[src/rtl/mem_arbiter_pkg.sv]
`default_nettype none
// ============================================================================
// Module      : mem_arbiter_pkg
// Description : Shared types and constants for the cache-to-memory arbiter:
//               bus widths, dcache request type, FSM state enum, requester id
//               enum and a power-of-two helper used for parameter checks.
// Revision    : 1.0 - initial release
// ============================================================================
package mem_arbiter_pkg;

    localparam int MEM_ADDR_BUS         = 12;
    localparam int MEM_DATA_BUS         = 128;
    localparam int MEM_TRANSFERS_PER_CL = 4;

    typedef enum logic [0:0] {
        DMEM_READ  = 1'b0,
        DMEM_WRITE = 1'b1
    } dmem_rtype_t;

    typedef enum logic [1:0] {
        IDLE = 2'd0,
        BUSY = 2'd1,
        DONE = 2'd2
    } mem_arb_state_t;

    typedef enum logic [0:0] {
        ARB_IC = 1'b0,
        ARB_DC = 1'b1
    } mem_arb_id_t;

    function automatic logic is_pow2(input int unsigned v);
        return (v != 0) && ((v & (v - 1)) == 0);
    endfunction

endpackage
`default_nettype wire

[src/rtl/mem_arb_pick.sv]
`default_nettype none
// ============================================================================
// Module      : mem_arb_pick
// Description : Combinational tie-break between the icache and dcache
//               requesters. On a tie the requester that was NOT granted last
//               (i_ptr) wins.
// Ports       : i_ic_req  - icache request valid
//               i_dc_req  - dcache request valid
//               i_ptr     - id of the requester granted last
//               o_grant   - one-hot grant, bit0 = ic, bit1 = dc
// Revision    : 1.0 - initial release
// ============================================================================
module mem_arb_pick
    import mem_arbiter_pkg::*;
(
    input  logic        i_ic_req,
    input  logic        i_dc_req,
    input  mem_arb_id_t i_ptr,
    output logic [1:0]  o_grant
);

    always_comb begin
        o_grant = 2'b00;
        if (i_ic_req && i_dc_req) begin
            o_grant = (i_ptr == ARB_IC) ? 2'b10 : 2'b01;
        end else if (i_dc_req) begin
            o_grant = 2'b10;
        end else if (i_ic_req) begin
            o_grant = 2'b01;
        end
    end

endmodule
`default_nettype wire

[src/rtl/mem_arbiter.sv]
`default_nettype none
// ============================================================================
// Module      : mem_arbiter
// Description : Arbitrates icache line reads and dcache line reads/writes onto
//               a single beat-oriented memory port. A granted line transfer
//               issues BEATS consecutive beat requests; read beats are routed
//               back to the granted requester with zero latency, and a
//               one-cycle ready pulse acknowledges the completed line.
// Config      : MEM_ARB_RR_EN - when defined, ties are broken round-robin
//               (pointer updated in DONE); otherwise dc has fixed priority.
// Ports       : clk, rst_n              - clock, async active-low reset
//               ic_req_* / ic_rsp_*     - icache line read request / beats
//               dc_req_* / dc_rsp_*     - dcache line request / read beats
//               dc_wdata / dc_wdata_ready - dcache write beat handshake
//               mem_req_* / mem_rsp_*   - memory beat request / read return
// Revision    : 1.0 - initial release
// ============================================================================
module mem_arbiter
    import mem_arbiter_pkg::*;
#(
    parameter int AW    = MEM_ADDR_BUS,
    parameter int DW    = MEM_DATA_BUS,
    parameter int BEATS = MEM_TRANSFERS_PER_CL
) (
    input  logic          clk,
    input  logic          rst_n,
    // icache
    input  logic          ic_req_valid,
    output logic          ic_req_ready,
    input  logic [AW-1:0] ic_req_addr,
    output logic          ic_rsp_valid,
    output logic [DW-1:0] ic_rsp_data,
    // dcache
    input  logic          dc_req_valid,
    output logic          dc_req_ready,
    input  logic [AW-1:0] dc_req_addr,
    input  dmem_rtype_t   dc_req_rtype,
    input  logic [DW-1:0] dc_wdata,
    output logic          dc_wdata_ready,
    output logic          dc_rsp_valid,
    output logic [DW-1:0] dc_rsp_data,
    // memory
    output logic          mem_req_valid,
    input  logic          mem_req_ready,
    output logic [AW-1:0] mem_req_addr,
    output logic          mem_req_we,
    output logic [DW-1:0] mem_req_wdata,
    input  logic          mem_rsp_valid,
    input  logic [DW-1:0] mem_rsp_data
);

    localparam int            c_lb    = $clog2(BEATS);
    localparam int            c_cw    = c_lb + 1;
    localparam logic [c_cw-1:0] c_beats = c_cw'(BEATS);
    localparam logic [c_cw-1:0] c_last  = c_cw'(BEATS - 1);
    localparam logic [c_cw-1:0] c_one   = c_cw'(1);

    generate
        if (!is_pow2(BEATS) || (BEATS < 2)) begin : g_beats_check
            $error("mem_arbiter: BEATS must be a power of two and at least 2");
        end
    endgenerate

    mem_arb_state_t        r_state;
    mem_arb_state_t        w_state_nxt;
    mem_arb_id_t           r_grant;
    logic                  r_we;
    logic [AW-c_lb-1:0]    r_base_hi;
    logic [c_cw-1:0]       r_issue_cnt;
    logic [c_cw-1:0]       r_rsp_cnt;

    logic                  w_start;
    logic                  w_accept;
    logic                  w_rsp;
    logic                  w_done;
    logic [1:0]            w_pick;
    mem_arb_id_t           w_gnt_id;
    mem_arb_id_t           w_ptr;

    // Line-offset bits of the request addresses are replaced by the beat
    // counter, so they are intentionally not consumed.
    logic [2*c_lb-1:0]     w_unused_lsb;
    assign w_unused_lsb = {ic_req_addr[c_lb-1:0], dc_req_addr[c_lb-1:0]};

    // ------------------------------------------------------------------
    // Grant selection
    // ------------------------------------------------------------------
`ifdef MEM_ARB_RR_EN
    mem_arb_id_t r_ptr;

    always_ff @(posedge clk or negedge rst_n) begin
        if (!rst_n) begin
            r_ptr <= ARB_IC;
        end else if (r_state == DONE) begin
            r_ptr <= r_grant;
        end
    end

    assign w_ptr = r_ptr;
`else
    // Pinning "last granted" to ic makes every tie resolve to dc.
    assign w_ptr = ARB_IC;
`endif

    mem_arb_pick u_pick (
        .i_ic_req (ic_req_valid),
        .i_dc_req (dc_req_valid),
        .i_ptr    (w_ptr),
        .o_grant  (w_pick)
    );

    assign w_gnt_id = (w_pick == 2'b10) ? ARB_DC : ARB_IC;
    assign w_start  = (r_state == IDLE) && (ic_req_valid || dc_req_valid);

    // ------------------------------------------------------------------
    // FSM state register
    // ------------------------------------------------------------------
    always_ff @(posedge clk or negedge rst_n) begin
        if (!rst_n) begin
            r_state <= IDLE;
        end else begin
            r_state <= w_state_nxt;
        end
    end

    // ------------------------------------------------------------------
    // FSM next state and outputs
    // ------------------------------------------------------------------
    always_comb begin
        w_state_nxt    = r_state;
        mem_req_valid  = 1'b0;
        mem_req_addr   = '0;
        mem_req_we     = 1'b0;
        mem_req_wdata  = '0;
        dc_wdata_ready = 1'b0;
        ic_rsp_valid   = 1'b0;
        ic_rsp_data    = '0;
        dc_rsp_valid   = 1'b0;
        dc_rsp_data    = '0;
        ic_req_ready   = 1'b0;
        dc_req_ready   = 1'b0;
        w_accept       = 1'b0;
        w_rsp          = 1'b0;
        w_done         = 1'b0;

        case (r_state)
            IDLE: begin
                if (w_start) begin
                    w_state_nxt = BUSY;
                end
            end

            BUSY: begin
                if (r_issue_cnt < c_beats) begin
                    mem_req_valid = 1'b1;
                    mem_req_addr  = {r_base_hi, r_issue_cnt[c_lb-1:0]};
                    mem_req_we    = r_we;
                    if (r_we) begin
                        mem_req_wdata = dc_wdata;
                    end
                    w_accept = mem_req_ready;
                end
                dc_wdata_ready = w_accept && r_we;

                // Responses are only meaningful for a read still expecting beats.
                if (!r_we && mem_rsp_valid && (r_rsp_cnt < c_beats)) begin
                    w_rsp = 1'b1;
                    if (r_grant == ARB_DC) begin
                        dc_rsp_valid = 1'b1;
                        dc_rsp_data  = mem_rsp_data;
                    end else begin
                        ic_rsp_valid = 1'b1;
                        ic_rsp_data  = mem_rsp_data;
                    end
                end

                w_done = r_we ? (w_accept && (r_issue_cnt == c_last))
                              : (w_rsp && (r_rsp_cnt == c_last));
                if (w_done) begin
                    w_state_nxt = DONE;
                end
            end

            DONE: begin
                ic_req_ready = (r_grant == ARB_IC);
                dc_req_ready = (r_grant == ARB_DC);
                w_state_nxt  = IDLE;
            end

            default: begin
                w_state_nxt = IDLE;
            end
        endcase
    end

    // ------------------------------------------------------------------
    // Transaction context and beat counters
    // ------------------------------------------------------------------
    always_ff @(posedge clk or negedge rst_n) begin
        if (!rst_n) begin
            r_grant     <= ARB_IC;
            r_we        <= 1'b0;
            r_base_hi   <= '0;
            r_issue_cnt <= '0;
            r_rsp_cnt   <= '0;
        end else if (w_start) begin
            r_grant     <= w_gnt_id;
            r_we        <= (w_gnt_id == ARB_DC) && (dc_req_rtype == DMEM_WRITE);
            r_base_hi   <= (w_gnt_id == ARB_DC) ? dc_req_addr[AW-1:c_lb]
                                                : ic_req_addr[AW-1:c_lb];
            r_issue_cnt <= '0;
            r_rsp_cnt   <= '0;
        end else begin
            if (w_accept) begin
                r_issue_cnt <= r_issue_cnt + c_one;
            end
            if (w_rsp) begin
                r_rsp_cnt <= r_rsp_cnt + c_one;
            end
        end
    end

endmodule
`default_nettype wire

[config.mk]
export PLATFORM = sky130hd
export DESIGN_NAME = mem_arbiter
export DESIGN_NICKNAME = d
export VERILOG_FILES = /design/src/rtl/mem_arbiter_pkg.sv /design/src/rtl/mem_arb_pick.sv /design/src/rtl/mem_arbiter.sv
export SDC_FILE = /design/constraint.sdc
export NUM_CORES = 1
export LEC_CHECK = 0
export BUFFER_PORTS_ARGS = -buffer_cell sky130_fd_sc_hd__buf_2
export CAP_MARGIN = 25
export CORE_AREA = 8 8 265 267
export CTS_CLUSTER_DIAMETER = 50
export DETAILED_ROUTE_END_ITERATION = 7
export DIE_AREA = 0 0 273 275
export GPL_ROUTABILITY_DRIVEN = 0
export PLACE_DENSITY_LB_ADDON = 0.2
export SYNTH_ARGS = -nofsm -noshare
export SYNTH_HDL_FRONTEND = slang
export SYNTH_HIERARCHICAL = 1
export SYNTH_SLANG_ARGS = --single-unit
[constraint.sdc]
create_clock -name clk -period 2.3 [get_ports clk]
set_input_delay 0.46 -clock clk [delete_from_list [all_inputs] [get_ports clk]]
set_output_delay 0.46 -clock clk [all_outputs]
set_load 0.05 [all_outputs]
# == After elaboration in Yosys (flattened, before gate mapping) ==
# Cells that the tools add are included.
# op_classes
add_sub_neg,2
magnitude_cmp,2
eq_ne,7
muxes,43
bitwise_logic,1
reduce_logical,14
# op_table
op,count
2-to-1 mux 128 bit,9
2-to-1 mux 12 bit,2
2-to-1 mux 1 bit,22
2-to-1 mux 3 bit,4
2-to-1 mux 10 bit,1
logical AND 1 bit,8
2-to-1 mux 2 bit,4
adder 3 x 1 -> 3 bit (second input constant),2
equality test 3 x 2 -> 1 bit (second input constant),2
less-than comparator 3 bit (second input constant),2
equality test 2 bit (second input constant),2
!= test 2 bit (second input constant),2
one-hot mux 2 bit (2 select lines),1
nonzero test 2 bit,2
equality test 2 x 1 -> 1 bit (second input constant),1
logical NOT 2 bit,1
AND reduction 2 bit,1
logical NOT 1 bit,1
logical OR 1 bit,1
inverter 1 bit,1
# word_totals
regBits,20
in_bits,287
output_inout_bits,403

# == Longest topological paths before layout ==
# depth
word_depth,9
depth_mapped,6
ltp_nobuf,5

# == Cells and area by module ==
# Netlist, hierarchy kept.
# by_module_without_submodules
mod,n_inst,cells_each,area_each_um2,seq_area_each_um2
mem_arbiter,1,526,3759.9,500.5
mem_arb_pick,1,3,18.8,0.0

# == Worst setup path after synthesis ==
# No wires, ideal clock.
# synth_timing
path_kind,reg2out
start,register r_we
end,output port ic_rsp_data[87]
arrival_time_ns,1.956
t_required_ns,1.840
slack_ns,-0.116
stages_incl_launch_ff,5
n_path_buf,1
cell_sequence,dfrtp_1 > nand2b_1 > nor4_2 > clkbuf_1 > and2_1
# synth_via
elab_chain_cells,5
# synth_lines
element,line,source
"start, declared",mem_arbiter.sv:67,logic r_we;
"start signal, assigned",mem_arbiter.sv:208,r_we <= (w_gnt_id == ARB_DC) && (dc_req_rtype == DMEM_WRITE);
logical NOT 1 bit,mem_arbiter.sv:166,if (!r_we && mem_rsp_valid && (r_rsp_cnt < c_beats)) begin
logical AND 1 bit (2 in a row),mem_arbiter.sv:166,
2-to-1 mux 128 bit,mem_arbiter.sv:166,
2-to-1 mux 128 bit,mem_arbiter.sv:146,case (r_state)
"end, declared",mem_arbiter.sv:32,"output logic [DW-1:0] ic_rsp_data,"
# Every way passes these cells.

# == Final worst setup path ==
# layout_timing
start,register r_we
end,output port dc_rsp_data[61]
# layout_via
elab_chain_cells,5
# layout_lines
element,line,source
logical NOT 1 bit,mem_arbiter.sv:166,
logical AND 1 bit (2 in a row),mem_arbiter.sv:166,
2-to-1 mux 128 bit,mem_arbiter.sv:166,
2-to-1 mux 128 bit,mem_arbiter.sv:146,
"end, declared",mem_arbiter.sv:41,"output logic [DW-1:0] dc_rsp_data,"
# Every way passes these cells.

==> results_dict.tcl <==
set metrics [dict create \
    drtIter0Drc 225 \
    maxCapViolCount 0 \
    ys_seq_elements 20 \
    wl_um 39000 \
    layout.nets 1530 \
    worstPathRequired_ps 1840 \
    die_h_um 275 \
    top_usage_layer "met2" \
    drc 0 \
    core-area_um2 66300 \
    cts.clk_slew.worst_paths_ps 60 \
    wire_per_inst_um 18.5 \
    final_cell_mix "buf_2 (365), and2_1 (287), buf_4 (131)" \
    path_max_fanout 7 \
    hp-class "in -> async" \
    grt_pass1_vias 6865 \
    hold_violations 0 \
    period_needed_ps 2400 \
    grt_use_met1_pct 11.5 \
    fin_ws_ps -98.8 \
    arrival_ps 1940 \
    cp_common_cell "buf_6" \
    synth_xor_area_share_pct 0.232 \
    vias_per_cell 3.01 \
    outcome "finished, violations left" \
    power.leakage_nw 5.94 \
    place_area_um2 9330 \
    synth.distinct_cells 30 \
    cts.sink_count 20 \
    use_met2_pct 15.5 \
    finClkSkew_ps 0.659 \
    crit_buf_inv 4 \
    grt_overflow 0 \
    antenna_found_initial 17 \
    final_area_um2 11800 \
    fmax_mhz 417 \
    failed_checks "setup timing" \
    p_per_area_nw_per_um2 1080 \
    cp-start-kind "flop" \
    ant_nets 0 \
    grt_use_met3_pct 3.03 \
    worstSetupEndpointType "output port" \
    hpwl_um 30900 \
    grt_pass1_wl_um 50700 \
    cts_tree "yes" \
    tightest_slew_ps 832 \
    critPathTopFamily "buffers and inverters" \
    cts_hold_buf 0 \
    grt_max_degree 43 \
    clk_latency_ps 250 \
    worstPathCellList "nand2b_4, nor4_4, buf_6, buf_12, clkbuf_16, and2_1, buf_6" \
    post-route-period-util_pct 104 \
    drive_gt1_share_pct 72.5 \
    setup-violations-final 182 \
    ir_drop_v 0.000540 \
    synth_top_area_share_pct 65.7 \
    seq_area_um2 503 \
    syn_area_per_cell_um2 7.14 \
    synth_top_family_by_area "simple AND/OR/NAND/NOR gates" \
    mostFrequentLayoutCell "buf_2" \
    cts_buffer_depth 2 \
    synth-adder-area-share_pct 1.32 \
    cpMaxStageDelayCell "dfrtp_1" \
    synth_area_um2 3780 \
    htreeDepth 1 \
    muxShareOfSynthArea_pct 7.32 \
    critPathKind "reg -> out" \
    io_pins 690 \
    rsz0062_at_grt "yes" \
    cts_made_buffers 3 \
    area_delta_synth_final_pct 213 \
    portBuffers 685 \
    dp_slack_ps -116 \
    drv_slew 0 \
    synth_compound_area_share_pct 1.52 \
    synth_area_leaders "and2_1 (66%), dfrtp_1 (13%), mux2_2 (6.3%), buf_2 (4.9%), ha_1 (1.3%)" \
    first_pass_iters 4 \
    ys_seq_area_share_pct 13.2 \
    clockRootBuffer "clkbuf_16" \
    multi_input_comb_area_um2 3350 \
    die_area_um2 75100 \
    synthSimpleGateAreaFrac_pct 69.6 \
    vias 6352 \
    slowest_delay_ps 370 \
    grt_util_all_layers_pct 9.13 \
    initial_core_util_pct 5.70 \
    die_x_um 273 \
    synth-warning-count 6 \
    floorplan.rows 95 \
    n_fill_cell 7435 \
    synth_cells 529 \
    max-slew-margin-rel_pct 44.4 \
    yosys.area.top_type "and2_1" \
]
## final timing paths
path                         startpoint               to  slack [ps]  cells past startpoint
setup / recovery                   r_we  dc_rsp_data[61]        -100                      7
hold / removal                    rst_n     r_base_hi[5]         170                      1
setup reg to reg             r_state[0]     r_base_hi[4]         480                      3
hold reg to reg            r_rsp_cnt[0]     r_rsp_cnt[0]         480                      1
max in group asynchronous         rst_n          r_grant        1750                      1
min in group clk           dc_req_rtype             r_we         450                      3
## power by group
part           internal (mW)  switching [mW]  total (mW)
Sequential             0.524           0.117       0.641
Clock                  0.265           0.132       0.397
Combinational           4.39            7.36        11.8
## synthesized netlist by cell type
library cell	n
inv_2	1
nand2b_1	3
dfrtp_1	20
buf_4	1
nor3_4	1
ha_1	4
xnor2_1	1
and4bb_2	1
clkbuf_2	2
or3_1	1
mux2i_1	4
a21boi_1	1
nor2_1	5
nor2b_1	2
nand2_1	2
o32ai_1	1
and2_1	397
a21oi_1	1
mux2_2	21
clkbuf_1	6
a21boi_0	1
o22ai_1	1
o31ai_1	2
o21bai_1	1
nor3b_1	2
inv_1	6
buf_2	37
conb_1	1
nand2b_4	1
nor4_2	2
## per-stage QoR
step                      util [%]  cells  power, mW  TNS [ps]  hold slack, ps
final                         17.8   2113       12.8     -6500             171
after global routing          17.8   2111       13.4    -28070             208
after CTS                     16.7   2102       12.4    -15680             181
after detailed placement      14.1   2074       10.4     -5620             457
after global placement        14.1   2074       10.4     -7400             455
after floorplan                  -    530       7.16         0             164
## routing by layer
layer  part of all wire, %  wire length [um]
met3                   9.9              3860
met5                  0.13                52
met1                    41             15900
met2                    48             18800
met4                  0.87               338
## kinds of logic (layout without fill, tap and decap cells)
logic type | after synthesis | in the layout
compound gates | 8 | 8
flops | 20 | 20
xor+xnor | 1 | 1
mux | 25 | 25
other cells | 1 | 4
fa+ha+maj | 4 | 4
simple gates | 417 | 417
buf+inv | 53 | 761
## registers in the layout (all words and copies together), names as in the netlist
| signal | flops |
|---|---|
| r_issue_cnt | 3 |
| r_rsp_cnt | 3 |
| r_we | 1 |
| r_grant | 1 |
| r_base_hi | 10 |
| r_state | 2 |
## layout make-up
class                   instances  area share [%]
flip-flops and latches         20            4.26
diodes                          2          0.0423
clock buffers                   4           0.752
repair buffers                750            57.1
multi-input cells             457            28.4
well taps                     873            9.24
inverters                       7           0.222
## repair_timing
item,in CTS,in global routing
pin swaps,5,80
buffers inserted,14,7
endpoints found under the setup margin,304,390
resized for setup,437,216
cloned,10,5
Power figures use the tool's default switching activity.
